## src/rtl/button_conditioner_pkg.sv

```systemverilog
// Shared types and width helpers for the button conditioner.
package button_conditioner_pkg;

  // Per-channel debounce FSM encoding.
  typedef enum logic [1:0] {
    IDLE    = 2'b00,
    ARMING  = 2'b01,
    PRESSED = 2'b10
  } chan_state_e;

  // Tick counter width: holds 0..sample_max-1.
  function automatic int unsigned tick_cnt_w(input int unsigned sample_max);
    return (sample_max < 2) ? 1 : $clog2(sample_max);
  endfunction

  // Saturating counter width: holds 0..cnt_max inclusive.
  function automatic int unsigned sat_cnt_w(input int unsigned cnt_max);
    return (cnt_max < 1) ? 1 : $clog2(cnt_max + 1);
  endfunction

endpackage

```

## src/rtl/debounce_channel.sv

```systemverilog
// Single-bit debounce FSM paced by the shared sample tick.
// Optional auto-repeat while held: BUTTON_CONDITIONER_REPEAT_EN.
module debounce_channel
  import button_conditioner_pkg::*;
#(
  parameter int unsigned PULSE_CNT_MAX = 200
`ifdef BUTTON_CONDITIONER_REPEAT_EN
  ,
  parameter int unsigned REPEAT_DELAY  = 1000,
  parameter int unsigned REPEAT_PERIOD = 200
`endif
) (
  input  logic clk,
  input  logic rst_n,
  input  logic sample_tick,
  input  logic sync_in,
  output logic debounced,
  output logic rise_pulse
);

  localparam int unsigned CNT_W = sat_cnt_w(PULSE_CNT_MAX);
  localparam logic [CNT_W-1:0] CNT_ONE  = CNT_W'(1);
  localparam logic [CNT_W-1:0] CNT_LAST = CNT_W'(PULSE_CNT_MAX);

  chan_state_e      state, state_nxt;
  logic [CNT_W-1:0] cnt, cnt_nxt;
  logic             deb_nxt;
  logic             pulse_nxt;

`ifdef BUTTON_CONDITIONER_REPEAT_EN
  localparam int unsigned HOLD_W = sat_cnt_w(REPEAT_DELAY);
  localparam int unsigned PER_W  = sat_cnt_w(REPEAT_PERIOD);
  localparam logic [HOLD_W-1:0] HOLD_ONE  = HOLD_W'(1);
  localparam logic [HOLD_W-1:0] HOLD_LAST = HOLD_W'(REPEAT_DELAY);
  localparam logic [PER_W-1:0]  PER_ONE   = PER_W'(1);
  localparam logic [PER_W-1:0]  PER_LAST  = PER_W'(REPEAT_PERIOD);

  logic [HOLD_W-1:0] hold_cnt, hold_nxt;
  logic [PER_W-1:0]  per_cnt, per_nxt;
`endif

  // State, counters and output flops.
  always_ff @(posedge clk or negedge rst_n) begin
    if (!rst_n) begin
      state      <= IDLE;
      cnt        <= '0;
      debounced  <= 1'b0;
      rise_pulse <= 1'b0;
`ifdef BUTTON_CONDITIONER_REPEAT_EN
      hold_cnt   <= '0;
      per_cnt    <= '0;
`endif
    end else begin
      state      <= state_nxt;
      cnt        <= cnt_nxt;
      debounced  <= deb_nxt;
      rise_pulse <= pulse_nxt;
`ifdef BUTTON_CONDITIONER_REPEAT_EN
      hold_cnt   <= hold_nxt;
      per_cnt    <= per_nxt;
`endif
    end
  end

  // Next-state logic; everything holds between ticks, pulse defaults low.
  always_comb begin
    state_nxt = state;
    cnt_nxt   = cnt;
    deb_nxt   = debounced;
    pulse_nxt = 1'b0;
`ifdef BUTTON_CONDITIONER_REPEAT_EN
    hold_nxt  = hold_cnt;
    per_nxt   = per_cnt;
`endif
    if (sample_tick) begin
      case (state)
        IDLE: begin
          if (sync_in) begin
            cnt_nxt   = CNT_ONE;
            state_nxt = ARMING;
          end
        end
        ARMING: begin
          if (!sync_in) begin
            cnt_nxt   = '0;
            state_nxt = IDLE;
          end else if (cnt + CNT_ONE >= CNT_LAST) begin
            cnt_nxt   = CNT_LAST;
            state_nxt = PRESSED;
            deb_nxt   = 1'b1;
            pulse_nxt = 1'b1;
          end else begin
            cnt_nxt = cnt + CNT_ONE;
          end
        end
        PRESSED: begin
          if (!sync_in) begin
            cnt_nxt   = '0;
            state_nxt = IDLE;
            deb_nxt   = 1'b0;
`ifdef BUTTON_CONDITIONER_REPEAT_EN
            hold_nxt  = '0;
            per_nxt   = '0;
          end else if (hold_cnt != HOLD_LAST) begin
            // Still inside the initial delay window.
            hold_nxt = hold_cnt + HOLD_ONE;
            if (hold_cnt + HOLD_ONE == HOLD_LAST) begin
              pulse_nxt = 1'b1;
            end
          end else if (per_cnt + PER_ONE >= PER_LAST) begin
            per_nxt   = '0;
            pulse_nxt = 1'b1;
          end else begin
            per_nxt = per_cnt + PER_ONE;
`endif
          end
        end
        default: begin
          cnt_nxt   = '0;
          state_nxt = IDLE;
          deb_nxt   = 1'b0;
`ifdef BUTTON_CONDITIONER_REPEAT_EN
          hold_nxt  = '0;
          per_nxt   = '0;
`endif
        end
      endcase
    end
  end

endmodule

```

## src/rtl/button_conditioner.sv

```systemverilog
// Synchronizes and debounces WIDTH raw button inputs; emits clean levels
// and one-cycle press pulses. Optional auto-repeat: BUTTON_CONDITIONER_REPEAT_EN.
module button_conditioner
  import button_conditioner_pkg::*;
#(
  parameter int unsigned WIDTH          = 1,
  parameter int unsigned SAMPLE_CNT_MAX = 62500,
  parameter int unsigned PULSE_CNT_MAX  = 200,
  parameter int unsigned REPEAT_DELAY   = 1000,
  parameter int unsigned REPEAT_PERIOD  = 200
) (
  input  logic             clk,
  input  logic             rst_n,
  input  logic [WIDTH-1:0] async_in,
  output logic [WIDTH-1:0] debounced,
  output logic [WIDTH-1:0] rise_pulse,
  output logic             sample_tick
);

  localparam int unsigned TICK_W = tick_cnt_w(SAMPLE_CNT_MAX);
  localparam logic [TICK_W-1:0] TICK_LAST = TICK_W'(SAMPLE_CNT_MAX - 1);

  // Reject configurations the counters cannot represent.
  if (SAMPLE_CNT_MAX < 2 || PULSE_CNT_MAX < 2 || REPEAT_DELAY < 1 || REPEAT_PERIOD < 1) begin : g_bad_cfg
    $error("button_conditioner: illegal parameter set");
  end

  logic [WIDTH-1:0]  sync_q1, sync_q2;
  logic [TICK_W-1:0] tick_cnt, tick_cnt_nxt;

  // Two-flop synchronizer per input bit.
  always_ff @(posedge clk or negedge rst_n) begin
    if (!rst_n) begin
      sync_q1 <= '0;
      sync_q2 <= '0;
    end else begin
      sync_q1 <= async_in;
      sync_q2 <= sync_q1;
    end
  end

  // Wrapping sample counter next value.
  always_comb begin
    tick_cnt_nxt = tick_cnt + TICK_W'(1);
    if (tick_cnt == TICK_LAST) begin
      tick_cnt_nxt = '0;
    end
  end

  // Tick flop is high exactly while the count sits at its last value.
  always_ff @(posedge clk or negedge rst_n) begin
    if (!rst_n) begin
      tick_cnt    <= '0;
      sample_tick <= 1'b0;
    end else begin
      tick_cnt    <= tick_cnt_nxt;
      sample_tick <= (tick_cnt_nxt == TICK_LAST);
    end
  end

  for (genvar i = 0; i < int'(WIDTH); i++) begin : g_ch
    debounce_channel #(
      .PULSE_CNT_MAX (PULSE_CNT_MAX)
`ifdef BUTTON_CONDITIONER_REPEAT_EN
      ,
      .REPEAT_DELAY  (REPEAT_DELAY),
      .REPEAT_PERIOD (REPEAT_PERIOD)
`endif
    ) u_ch (
      .clk         (clk),
      .rst_n       (rst_n),
      .sample_tick (sample_tick),
      .sync_in     (sync_q2[i]),
      .debounced   (debounced[i]),
      .rise_pulse  (rise_pulse[i])
    );
  end

endmodule

```

## config.mk

```make
export PLATFORM = sky130hd
export DESIGN_NAME = button_conditioner
export DESIGN_NICKNAME = d
export VERILOG_FILES = /design/src/rtl/button_conditioner_pkg.sv /design/src/rtl/debounce_channel.sv /design/src/rtl/button_conditioner.sv
export SDC_FILE = /design/constraint.sdc
export NUM_CORES = 1
export LEC_CHECK = 0
export ABC_CLOCK_PERIOD_IN_PS = 3500
export BUFFER_PORTS_ARGS = -buffer_cell sky130_fd_sc_hd__buf_2
export CAP_MARGIN = 40
export CORE_ASPECT_RATIO = 1.2
export CORE_MARGIN = 2
export CORE_UTILIZATION = 33
export DETAILED_ROUTE_END_ITERATION = 6
export MAX_ROUTING_LAYER = met4
export SKIP_LAST_GASP = 1
export SLEW_MARGIN = 20
export SYNTH_ARGS = -nofsm -noshare
export SYNTH_HDL_FRONTEND = slang
export SYNTH_HIERARCHICAL = 1
export SYNTH_SLANG_ARGS = --single-unit
```

## constraint.sdc

```tcl
create_clock -name clk -period 3.5 [get_ports clk]
set_input_delay 0.35 -clock clk [delete_from_list [all_inputs] [get_ports clk]]
set_output_delay 0.35 -clock clk [all_outputs]
set_load 0.02 [all_outputs]
```

==> flow_summary.ini <==
[critical_path]
r2r_slack_ps = 1270
end_kind = register
required_ps = 3670
path_class = register to register
r2r_cells = 6
rr_endpoint = sample_tick
start_kind = register
worst_ep_arrival_time_ps = 2400
cp_max_fo = 10
reg2reg_from = tick_cnt[0]

[clocking]
cts_buffers = 5
post_cts_buffers = 0
clockBufferDepth = 2
cts_hold_buf = 0
clkTransAtPathRegs_ps = 60
clk_latency_ps = 280
cts_root_buffer = clkbuf_8
post_cts_resized = 0
htreeDepth = 2
cts_tree = yes
clock_sinks = 31

[detailed_routing]
drtIter0Drc = 77
wl_mm = 3.14
routedWlPerCell_microns = 13.3
detail-route-antenna-nets = 0
firstDrtPassIters = 4
via_per_inst = 5.24
post-route-drc-count = 0
vias = 1237

[synthesis]
synthFlopType = dfrtp_1
yosysUniqueCellTypes = 45
ys_ff_latch = 31
yosysWarningCount = 6
synth_edf_count = 0
synth_area_per_cell_sq_um = 10.1
syn_nets = 173
yosys.area.top_type = dfrtp_1
synth_top_area_frac = 0.459
yosysSeqAreaShare = 0.459
synthArstFlopShare = 1.00
synth.area.top_cells = dfrtp_1, xnor2_1, nor2_1
netlist_instances = 167
syn-cell-area_sq_um = 1690

[final_layout]
areaGrowthSynthToFinish_pct = 10.1
final_common_cell = dfrtp_1
nets = 182
final_cell_mix = dfrtp_1, nor2_1, nand2_1
final_cell_area_sq_um = 1860
drive_gt1_frac = 0.131
n_antenna_cell = 0

[timing]
clock_skew_ps = 5.29
period_needed_ps = 2230
relSlewSlack = 0.537
period_share = 0.636
tightest_slew_ps = 694
hold_viol = 0
setup_tns_ps = 0
report.final.slew_viol_count = 0
setup_viol = 0
maxClockFrequency_mhz = 449
rsz0062_at_grt = no

[global_routing]
grt_pass1_wl_mm = 5.89
track_usage = 0.135
grt_pass1_vias = 1231
grt_max_degree = 32
gr-total-overflow = 0
antenna_found_initial = 0

[place]
gp_congestion = 0.778
dpl.hpwl_mm = 2.25
io_buffers = 5
dpl_cell_area_sq_um = 1770

[outcome]
outcome = finished, final reports clean

[worst_hold_path]
min_path_type = input pin to asynchronous set/reset pin

[floorplan]
die_height_microns = 82.4
core_region_area_sq_um = 4940
pin_count = 6
design.die.area_sq_um = 5710
start_util = 0.342
die-width_microns = 69.3
row_count = 28

[pwr]
irDropWorstVdd_mv = 0.174
leakage_uw = 0.000795
p_per_area_nw_per_um2 = 350

[flow_run]
max_cap_violations = 0
==> worst max-delay path: stages (launching register included) <==
cell,delay [ps]
dfrtp_1,430
ha_1,340
or4b_1,510
nor4_4,540
a21oi_1,110
nand4b_1,130
nor3_2,50
==> kinds of logic (layout without fill, tap and decap cells) <==
kind of cell	after synthesis	in the layout	synth area share
flops	31	31	0.459
buf+inv	10	19	0.0274
mux	1	1	0.00592
xor+xnor	18	18	0.0933
fa+ha+maj	3	3	0.0222
compound gates	25	25	0.102
simple gates	79	79	0.290
==> synth_stat cells, types with 2 or more instances <==
library cell / count
nor4_1: 2
nor3_1: 4
xor2_1: 7
or4_1: 2
a32o_1: 2
nand3_1: 12
nor2_1: 17
buf_4: 2
nand2b_1: 3
nand2_1: 13
o31ai_1: 4
inv_1: 6
o21ai_0: 8
dfrtp_1: 31
ha_1: 3
and3_1: 4
a21oi_1: 5
nand4_1: 3
xnor2_1: 11
nor2b_1: 2
nor4_4: 2
==> final cells by class <==
type,count,area (sq um)
Sequential cell,31,776
Fill cell,517,3080
Multi-Input combinational cell,126,868
Inverter,6,22.5
Clock inverter,1,5.00
Timing Repair Buffer,6,32.5
Clock buffer,6,82.6
Tap cell,60,75.1
==> sequential cells by signal, summed over array words and instances, names as in the netlist <==
| name | count |
|---|---|
| g_ch.u_ch/cnt | 8 |
| sample_tick | 1 |
| tick_cnt | 16 |
| g_ch.u_ch/state | 2 |
| g_ch.u_ch/rise_pulse | 1 |
| g_ch.u_ch/debounced | 1 |
| sync_q1 | 1 |
| sync_q2 | 1 |
==> per-stage QoR <==
| step | worst slack (ps) | utilization | hold WS [ps] | cells | total power (uW) |
|---|---|---|---|---|---|
| global placement | 1350 | 0.359 | 338 | 229 | 376 |
| detailed placement | 1290 | 0.359 | 337 | 229 | 376 |
| global route | 1100 | 0.377 | 162 | 236 | 687 |
| finish | 1270 | 0.377 | 106 | 236 | 653 |
| CTS | 1260 | 0.377 | 129 | 236 | 667 |
| floorplan | 1550 | - | 54.4 | 167 | 368 |
==> routing by layer <==
layer | share of wire | global-route usage | vias up
met4 | 0.017 | 0.0588 | 0
met5 | 0 | - | -
li1 | - | - | 617
met2 | 0.48 | 0.213 | 12
met3 | 0.033 | 0.0328 | 5
met1 | 0.47 | 0.167 | 603
==> how the worst max path moves through the flow <==
stage | slack (ps) | startpoint | end
6_report | 1270 | tick_cnt[0] | sample_tick
5_1_grt | 1100 | tick_cnt[0] | sample_tick
3_3_place_gp | 1350 | tick_cnt[0] | sample_tick
3_5_place_dp | 1290 | tick_cnt[0] | sample_tick
4_1_cts | 1260 | tick_cnt[0] | sample_tick
2_1_floorplan | 1550 | tick_cnt[0] | sample_tick
==> where the power goes <==
part,total [uW],internal [uW],switching [uW]
Clock,283,154,129
Sequential,361,360,1.03
Combinational,8.57,1.35,7.23
Total,653,515,138
(Power assumes the default switching activity.)
